--- config.mk ---
export PLATFORM = sky130hd
export DESIGN_NAME = vga_timing_gen
export DESIGN_NICKNAME = d
export VERILOG_FILES = /design/src/rtl/vga_pkg.sv /design/src/rtl/vga_delay_line.sv /design/src/rtl/vga_timing_gen.sv
export SDC_FILE = /design/constraint.sdc
export NUM_CORES = 1
export LEC_CHECK = 0
export ABC_AREA = 1
export CORE_UTILIZATION = 45
export CTS_BUF_LIST = sky130_fd_sc_hd__clkbuf_8 sky130_fd_sc_hd__clkbuf_16
export DETAILED_ROUTE_END_ITERATION = 8
export GPL_TIMING_DRIVEN = 0
export PLACE_DENSITY_LB_ADDON = 0.25
export SLEW_MARGIN = 20
export SYNTH_ARGS = -nofsm -noshare
export SYNTH_HDL_FRONTEND = slang
export SYNTH_SLANG_ARGS = --single-unit
--- constraint.sdc ---
create_clock -name clk -period 2 [get_ports clk]
set_clock_uncertainty 0.15 [all_clocks]
set_input_delay 0.4 -clock clk [delete_from_list [all_inputs] [get_ports clk]]
set_output_delay 0.4 -clock clk [all_outputs]
set_load 0.1 [all_outputs]
--- src/rtl/vga_pkg.sv ---
// vga_pkg: shared VGA timing presets, control payload type and total-length helper.
package vga_pkg;

    localparam int VGA640_H_ACTIVE = 640;
    localparam int VGA640_H_FP     = 16;
    localparam int VGA640_H_SYNC   = 96;
    localparam int VGA640_H_BP     = 48;
    localparam int VGA640_V_ACTIVE = 480;
    localparam int VGA640_V_FP     = 10;
    localparam int VGA640_V_SYNC   = 2;
    localparam int VGA640_V_BP     = 33;

    localparam int VGA800_H_ACTIVE = 800;
    localparam int VGA800_H_FP     = 40;
    localparam int VGA800_H_SYNC   = 128;
    localparam int VGA800_H_BP     = 88;
    localparam int VGA800_V_ACTIVE = 600;
    localparam int VGA800_V_FP     = 1;
    localparam int VGA800_V_SYNC   = 4;
    localparam int VGA800_V_BP     = 23;

    typedef struct packed {
        logic hs;
        logic vs;
        logic de;
    } vga_ctl_t;

    function automatic int vga_total(input int sync, input int bp, input int active, input int fp);
        return sync + bp + active + fp;
    endfunction

endpackage

--- src/rtl/vga_delay_line.sv ---
// vga_delay_line: DEPTH+1 register shift of active-high sync/DE flags, advancing on en_i.
module vga_delay_line
    import vga_pkg::*;
#(
    parameter int DEPTH = 2
) (
    input  logic     clk,
    input  logic     reset,
    input  logic     en_i,
    input  vga_ctl_t d_i,
    output vga_ctl_t q_o
);

    vga_ctl_t stage_q [DEPTH+1];

    always_ff @(posedge clk) begin
        if (reset) begin
            for (int i = 0; i <= DEPTH; i++) stage_q[i] <= '0;
        end else if (en_i) begin
            stage_q[0] <= d_i;
            for (int i = 1; i <= DEPTH; i++) stage_q[i] <= stage_q[i-1];
        end
    end

    assign q_o = stage_q[DEPTH];

endmodule

--- src/rtl/vga_timing_gen.sv ---
// vga_timing_gen: parametrised VGA raster counters, stage-0 coordinates/strobes and delayed sync/DE.
module vga_timing_gen
    import vga_pkg::*;
#(
    parameter int H_ACTIVE = VGA640_H_ACTIVE,
    parameter int H_FP     = VGA640_H_FP,
    parameter int H_SYNC   = VGA640_H_SYNC,
    parameter int H_BP     = VGA640_H_BP,
    parameter int V_ACTIVE = VGA640_V_ACTIVE,
    parameter int V_FP     = VGA640_V_FP,
    parameter int V_SYNC   = VGA640_V_SYNC,
    parameter int V_BP     = VGA640_V_BP,
    parameter bit HS_POL   = 1'b0,
    parameter bit VS_POL   = 1'b0,
    parameter int DELAY    = 2,
    parameter int CW       = 11
) (
    input  logic          clk,
    input  logic          reset,
    input  logic          pix_en,
    output logic [CW-1:0] x,
    output logic [CW-1:0] y,
    output logic          fetch,
    output logic          line_start,
    output logic          frame_start,
    output logic          hsync,
    output logic          vsync,
    output logic          de
);

    localparam int H_TOTAL = vga_total(H_SYNC, H_BP, H_ACTIVE, H_FP);
    localparam int V_TOTAL = vga_total(V_SYNC, V_BP, V_ACTIVE, V_FP);

    localparam logic [CW-1:0] H_LAST  = CW'(H_TOTAL - 1);
    localparam logic [CW-1:0] V_LAST  = CW'(V_TOTAL - 1);
    localparam logic [CW-1:0] HS_END  = CW'(H_SYNC);
    localparam logic [CW-1:0] VS_END  = CW'(V_SYNC);
    localparam logic [CW-1:0] HA_LO   = CW'(H_SYNC + H_BP);
    localparam logic [CW-1:0] HA_HI   = CW'(H_SYNC + H_BP + H_ACTIVE);
    localparam logic [CW-1:0] VA_LO   = CW'(V_SYNC + V_BP);
    localparam logic [CW-1:0] VA_HI   = CW'(V_SYNC + V_BP + V_ACTIVE);

    if (H_TOTAL > 2**CW || V_TOTAL > 2**CW) begin : g_cw_check
        $error("vga_timing_gen: CW too narrow for the line/frame totals");
    end
    if (DELAY < 0 || DELAY > 15) begin : g_delay_check
        $error("vga_timing_gen: DELAY out of range 0..15");
    end
    if (H_FP < 1 || H_SYNC < 1 || H_BP < 1 || V_FP < 1 || V_SYNC < 1 || V_BP < 1) begin : g_width_check
        $error("vga_timing_gen: porch and sync widths must be at least 1");
    end

    logic [CW-1:0] h_q, h_d, v_q, v_d, x_q, x_d, y_q, y_d;
    logic          fetch_q, line_q, frame_q, h_end;
    vga_ctl_t      raw, ctl;

    always_comb begin
        h_end  = h_q == H_LAST;
        h_d    = h_end ? '0 : h_q + 1'b1;
        v_d    = h_end ? (v_q == V_LAST ? '0 : v_q + 1'b1) : v_q;
        raw.hs = h_q < HS_END;
        raw.vs = v_q < VS_END;
        raw.de = h_q >= HA_LO && h_q < HA_HI && v_q >= VA_LO && v_q < VA_HI;
        x_d    = raw.de ? h_q - HA_LO : '0;
        y_d    = raw.de ? v_q - VA_LO : '0;
    end

    // Stage 0 samples the pre-increment counters, so it lags them by one tick.
    always_ff @(posedge clk) begin
        if (reset) begin
            h_q     <= '0;
            v_q     <= '0;
            x_q     <= '0;
            y_q     <= '0;
            fetch_q <= 1'b0;
            line_q  <= 1'b0;
            frame_q <= 1'b0;
        end else if (pix_en) begin
            h_q     <= h_d;
            v_q     <= v_d;
            x_q     <= x_d;
            y_q     <= y_d;
            fetch_q <= raw.de;
            line_q  <= h_q == '0;
            frame_q <= h_q == '0 && v_q == '0;
        end
    end

    vga_delay_line #(.DEPTH(DELAY)) u_delay (
        .clk   (clk),
        .reset (reset),
        .en_i  (pix_en),
        .d_i   (raw),
        .q_o   (ctl)
    );

    assign x           = x_q;
    assign y           = y_q;
    assign fetch       = fetch_q;
    assign line_start  = line_q;
    assign frame_start = frame_q;
    assign hsync       = ctl.hs ~^ HS_POL;
    assign vsync       = ctl.vs ~^ VS_POL;
    assign de          = ctl.de;

endmodule
==> metrics.txt <==
grt met1 use=0.264; final setup TNS=0 ps; post-synthesis adder-cell area fraction=0.0312; 1st-iter DRT viols=188; Starting Density=0.469; worst hold path type=reg -> reg; die area=7460 µm²; Max transition margin=0.634; Ys Warns=0; final layout net count=459; GRT busiest layer=met2; largest net degree at the start of global routing=20; IO Pins=31; critical path's largest stage delay=540 ps; vias in the first global route=2346; Seq cells post-synth=56; Clock transition at path regs=110 ps; Overall Power=1970 µW; register area=1210 µm²; number of max-slew violations in the final report=0; clk sink count=56; number of flops mapped to enable cells by yosys=9; Post-Syn Area=3210 µm²; clock power share=0.334; count of cell types in the netlist=33; Avg Cell Area, Syn=7.78 µm²; Internal Power=1450 µW; Power per Cell Area=523 nW/µm²; # rows=30; vias per inst=4.75; Main synth FF type=dfxtp_1; largest family of logic cells by synthesized area=simple AND/OR/NAND/NOR gates; Req. time, crit path=1450 ps; met2 GRT Util=0.292; Die H=86.4 µm; grt total ovfl=0; mux cell area share after synthesis=0; Tot GR Track Use=0.186; CP Buf/Inv Count=2; CP Capture Type=output port; core area=6830 µm²; Clock Tree Buf Depth=2; Worst Path Max Fanout=1; drt drc=0; WS Path Type=reg -> out; die width=86.4 µm; post-synth net total=423; Port Buf Inserts=29; worst-margin pin slew=551 ps; Total Wirelength=6480 µm; multi-input logic area=1660 µm²; total of max-cap violations=0; Final Cycle Share=0.926; Fillers=656; CP max stage cell=clkdlybuf4s15_2; Antenna Cells=0; combinational share of power=0.069; Startpoint Class=register; LEAKAGE=0.00163 µW; Top delay family on crit path=buffers and inverters; Peak VDD IR=0.338 mV; Synth Area in XOR/XNOR=0.0492; DP HPWL=4900 µm; CTS HTree Levels=2; setup violators final=0; max frequency=540 MHz; CTS Buf Count=5; met3 usage=0.0305; initial antenna violation count=0; hold-fix buffers at CTS=0; global-route wire length before repair=10900 µm; CP cell instances=inv_1, clkdlybuf4s15_2; Vias=2591; Synth Instances=412; clock latency at the later pin of the worst-skew pair=310 ps; Flop pwr share=0.597; GPL Wtd Cong=0.891; post-synthesis simple-gate area fraction=0.406; FFs w/ async S/R, synth=0; sequential fraction of the synthesis area=0.378; first-pass iteration count of the detailed router=5; Routed Antenna Nets=0; layout cells sized above 1=0.232; area delta synth->final=17.2%; complex-gate fraction of the synthesized area=0.0285; clk root buf=clkbuf_8; drt wl/cell=11.9 µm; RSZ-0062 raised after global routing=no; Hold Vio Cnt, Final=0; status=complete, no violations; Switching Share=0.263; Critical Path AT=1300 ps; NetSw=517 µW; minimum clock period=1850 ps; CTS tree=yes
## metrics by stage
step	util	instance area, µm²	worst slack (ps)	cells	hold WS [ps]
detailed placement	0.529	3620	-332	537	290
finish	0.550	3760	148	545	306
floorplan	-	3210	386	412	316
global placement	0.529	3620	-316	537	286
CTS	0.548	3750	10.7	545	310
global route	0.550	3760	24.6	545	324
## power by group through the flow
stage          Combinational (µW)  Clock (µW)  Sequential, µW
2_1_floorplan                67.5           0            1230
3_3_place_gp                  136           0            1200
3_5_place_dp                  139           0            1200
4_1_cts                       137         677            1170
5_1_grt                       148         712            1180
6_report                      137         656            1170
## repair_timing
| item | CTS | global route |
|---|---|---|
| buffers inserted | 0 | 0 |
| gates resized for setup | 84 | 2 |
| setup endpoints to repair | 28 | 22 |
## cell type report
| class | count | area share |
|---|---|---|
| Sequential cell | 56 | 0.322 |
| Inverter | 43 | 0.0430 |
| Clock inverter | 3 | 0.00699 |
| Buffer | 20 | 0.0483 |
| Multi-Input combinational cell | 293 | 0.443 |
| Timing Repair Buffer | 29 | 0.0866 |
| Clock buffer | 5 | 0.0183 |
| Tap cell | 96 | 0.0320 |
## worst paths after layout
| path | start | slack (ps) | cells after the start | end |
|---|---|---|---|---|
| max | u_delay.stage_q[0][8]$_SDFFCE_PN0P_ | 150 | 2 | hsync |
| min | y[5]$_SDFFE_PP0P_ | 310 | 2 | y[5]$_SDFFE_PP0P_ |
| max reg2reg | h_q[5]$_SDFFE_PP0P_ | 190 | 8 | v_q[8]$_SDFFE_PP0P_ |
| min reg2reg | y[5]$_SDFFE_PP0P_ | 310 | 2 | y[5]$_SDFFE_PP0P_ |
## cells by family after synthesis
family,after synthesis
AND/OR/NAND/NOR,252
XOR/XNOR,18
AO/OA/AOI/OAI,15
buffers and inverters,63
flip-flops,56
adder cells (fa/ha/maj),8
## state kept, by name, indices dropped and copies added (netlist names)
signal	flops
v_q	11
x	11
h_q	11
y	11
u_delay.stage_q	9
line_start	1
fetch	1
frame_start	1
## layout by cell type (no fill, tap or decap), types with 6 or more instances in the layout
cell,count
xor2_1,15
clkdlybuf4s15_2,28
nor3_1,6
ha_1,8
edfxtp_1,9
dfxtp_1,47
nand3_2,21
inv_1,35
nor2_1,36
nand3_1,29
inv_2,6
nand4_1,6
nand2_1,129
buf_6,7
a21oi_1,10
## worst min-delay path, delay by kind of cell (launching register included)
kind             cells  cell delay, ps
AND/OR/NAND/NOR      2             100
flip-flops           1             320
## cells in the mapped netlist (7+ instances only)
library cell | n | share of area
nand3_2 | 21 | 0.066
buf_6 | 7 | 0.025
nor2_1 | 37 | 0.043
ha_1 | 8 | 0.031
nand2_1 | 129 | 0.15
dfxtp_1 | 47 | 0.29
xor2_1 | 15 | 0.041
nand3_1 | 29 | 0.045
a21oi_1 | 10 | 0.016
edfxtp_1 | 9 | 0.084
inv_1 | 35 | 0.041
## layer usage
metal	wire length [µm]	part of all wire	up-vias
met4	52	0.0080	0
li1	-	-	1364
met2	2890	0.45	57
met1	3270	0.50	1166
met5	0	0	-
met3	262	0.040	4
No activity file was read; power rests on OpenSTA's default activity.
==> patch, RTL diff (same settings) <==
Reset style: asynchronous (`reset`), changed in 2 clocked blocks.
--- a/src/rtl/vga_delay_line.sv
+++ b/src/rtl/vga_delay_line.sv
@@ -13,7 +13,7 @@
 
     vga_ctl_t stage_q [DEPTH+1];
 
-    always_ff @(posedge clk) begin
+    always_ff @(posedge clk or posedge reset) begin
         if (reset) begin
             for (int i = 0; i <= DEPTH; i++) stage_q[i] <= '0;
         end else if (en_i) begin
--- a/src/rtl/vga_timing_gen.sv
+++ b/src/rtl/vga_timing_gen.sv
@@ -66,7 +66,7 @@
     end
 
     // Stage 0 samples the pre-increment counters, so it lags them by one tick.
-    always_ff @(posedge clk) begin
+    always_ff @(posedge clk or posedge reset) begin
         if (reset) begin
             h_q     <= '0;
             v_q     <= '0;
Function: differs if reset is asserted again (counterexample within 4 cycles, from zero or initial values and one cycle with reset high); with reset held inactive, the same outputs for 10 cycles.
==> patch against the original RTL <==
The flow now finishes with violations (design-rule violations). Utilization grew 1.4 points. Count of clock-buffer cells in the layout did not move. Final area down 2.5%. First-iteration DRC count rose by 12%. Non-clock buffer count decreased by 6. Worst setup slack worse by 0.031 ns. Area after synthesis decreased by 3.4%. Wire length is 9.6% higher. Sequential cell count fell by 1. Largest cell class unchanged.
Power is not compared: it rests on default switching activity, and its combinational part moved more than twofold at a synthesized area within 25%.
==> patch: results (changes against the original RTL) <==
CP max stage delay - 0.49 ns (was 0.54 ns)
Router iterations before antenna repair - 9 (was 5)
First-pass GRT wire length - 12100 um (was 10900 um)
Synth warnings - 0 (unchanged)
GR Util All Layers - 21.6% (was 18.6%)
Filler cells - 606 (was 656)
Cell variety after synth - 26 (was 33)
GP Congestion - 0.904 (was 0.891)
Initial DRC count - 210 (was 188)
Sequential element share of the synthesized area - 44.4% (was 37.8%)
Num CTS Buffers - 5 (unchanged)
Crit path to - h_q[10]$_DFFE_PP0P_ (was hsync)
R2R depth - 8 (unchanged)
Hold slack - 0.307 ns (was 0.306 ns)
Leak pwr - 1.82 nW
Worst-skew pair later-pin latency - 0.32 ns
Nets - 446 (was 459)
Largest net degree at the start of global routing - 56 (was 20)
Initial antenna violation count - 0 (unchanged)
Layout cells sized above 1 - 17.2% (was 23.2%)
Slowest CP cell - dfrtp_1 (was clkdlybuf4s15_2)
Crit path max fanout - 6 (was 1)
Vias - 2682 (was 2591)
Final WL - 7100 um (was 6480 um)
Reg clk slew, reported paths - 0.11 ns (about the same)
Dpl hpwl - 5230 um (was 4900 um)
Total nets after synthesis - 409 (was 423)
Synth area leaders - dfrtp_1 (44%), nand2_1 (17%), nand3_1 (6.6%) (was dfxtp_1 (29%), nand2_1 (15%), edfxtp_1 (8.4%))
Root Driver - clkbuf_8 (unchanged)
Post-synth top cells - nand2_1 (139), dfrtp_1 (55), nand3_1 (41) (was nand2_1 (129), dfxtp_1 (47), nor2_1 (37))
Total grt overflow - 0 (unchanged)
Ant. Diodes - 0 (unchanged)
CTS Buffer Depth - 2 (unchanged)
DRC - 6 (was 0)
Ys async rst share - 100% (was 0%)
Status - finished with violations (was finished, final reports clean)
Failing checks - design-rule violations
Reg2Reg Setup Slack - 0.12 ns (was 0.19 ns)
Total of max-cap violations - 0 (unchanged)
Vias in the first global route - 2442 (was 2346)
Crit path from - h_q[0]$_DFFE_PP0P_ (was u_delay.stage_q[0][8]$_SDFFCE_PN0P_)
PortBufs - 29 (unchanged)
CTS H-tree depth - 2 (unchanged)
Worst hold path class - in2reg (was reg2reg)
VDD IR-drop max - 0.393 mV
Synth Flop Type - dfrtp_1 (was dfxtp_1)
Tightest Pin Transition - 0.667 ns (was 0.551 ns)
patch: cell types whose count changed after synthesis, moves of 10 or more:
cell | before | now
nand3_1 | 29 | 41
o21ai_0 | 3 | 15
nand3_2 | 21 | 9
dfrtp_1 | 0 | 55
nand2_1 | 129 | 139
dfxtp_1 | 47 | 0
patch: how the worst min path moves through the flow:
stage | from | to | cells after the start
global route | pix_en | h_q[1]$_DFFE_PP0P_ | 3
finish | pix_en | u_delay.q_o[1]$_DFFE_PP0P_ | 2
CTS | pix_en | u_delay.q_o[1]$_DFFE_PP0P_ | 2
global placement | u_delay.q_o[0]$_DFFE_PP0P_ | u_delay.q_o[0]$_DFFE_PP0P_ | 2
floorplan | u_delay.stage_q[3]$_DFFE_PP0P_ | u_delay.stage_q[3]$_DFFE_PP0P_ | 2
detailed placement | u_delay.stage_q[4]$_DFFE_PP0P_ | u_delay.stage_q[4]$_DFFE_PP0P_ | 2
patch: critical path: cells and delay by family (launching register included):
family | cells | cell delay [ns]
xor+xnor | 1 | 0.15
fa+ha+maj | 1 | 0.21
buf+inv | 1 | 0.06
flops | 1 | 0.49
simple gates | 5 | 0.73
patch: logic make-up (layout without fill, tap and decap cells):
family / count (synthesis) / after routing / synth area share (%)
AOI/OAI and AO/OA: 20 / 20 / 3.56
xor gates and xnor gates: 20 / 20 / 5.66
buffers and inverters: 51 / 89 / 7.64
DFF: 55 / 55 / 44.4
adders and majority gates: 8 / 8 / 3.23
and+or+nand+nor: 244 / 244 / 35.5
patch: power breakdown:
group	total, mW	internal [mW]	switching, mW	leakage [nW]
registers	1.48	1.30	0.180	0.712
logic	1.87	0.435	1.44	1.05
clock network	0.767	0.378	0.390	0.0548
patch: routing by layer:
metal	vias to the layer above	track usage (%)	share of wire (%)
li1	1335	-	-
met2	96	33.7	45
met4	0	6.01	1.0
met3	10	3.31	5.9
met5	-	0	0
met1	1241	31.2	48
patch: metrics by stage:
stage	instance area [um^2]	setup WS (ns)	std cells
2_1_floorplan	3100	0.107	398
3_5_place_dp	3490	-0.0878	504
4_1_cts	3640	0.0370	512
3_3_place_gp	3480	-0.916	504
6_report	3660	0.117	513
5_1_grt	3660	-0.0204	513
patch: final cells by class:
cell class	instances	area, um^2	share of cell area [%]
tap	77	96.3	2.63
timing repair buffer	30	333	9.09
sequential	55	1380	37.6
buffer	13	93.8	2.56
multi-input combinational	292	1500	41.0
clock buffer	5	68.8	1.88
inverter	38	145	3.96
clock inverter	3	46.3	1.26
patch: timing repair:
| action | CTS | global route |
|---|---|---|
| setup endpoints to repair | 30 | 14 |
| pin swaps | 0 | 2 |
| resized for setup | 85 | 5 |
| buffers inserted | 0 | 1 |
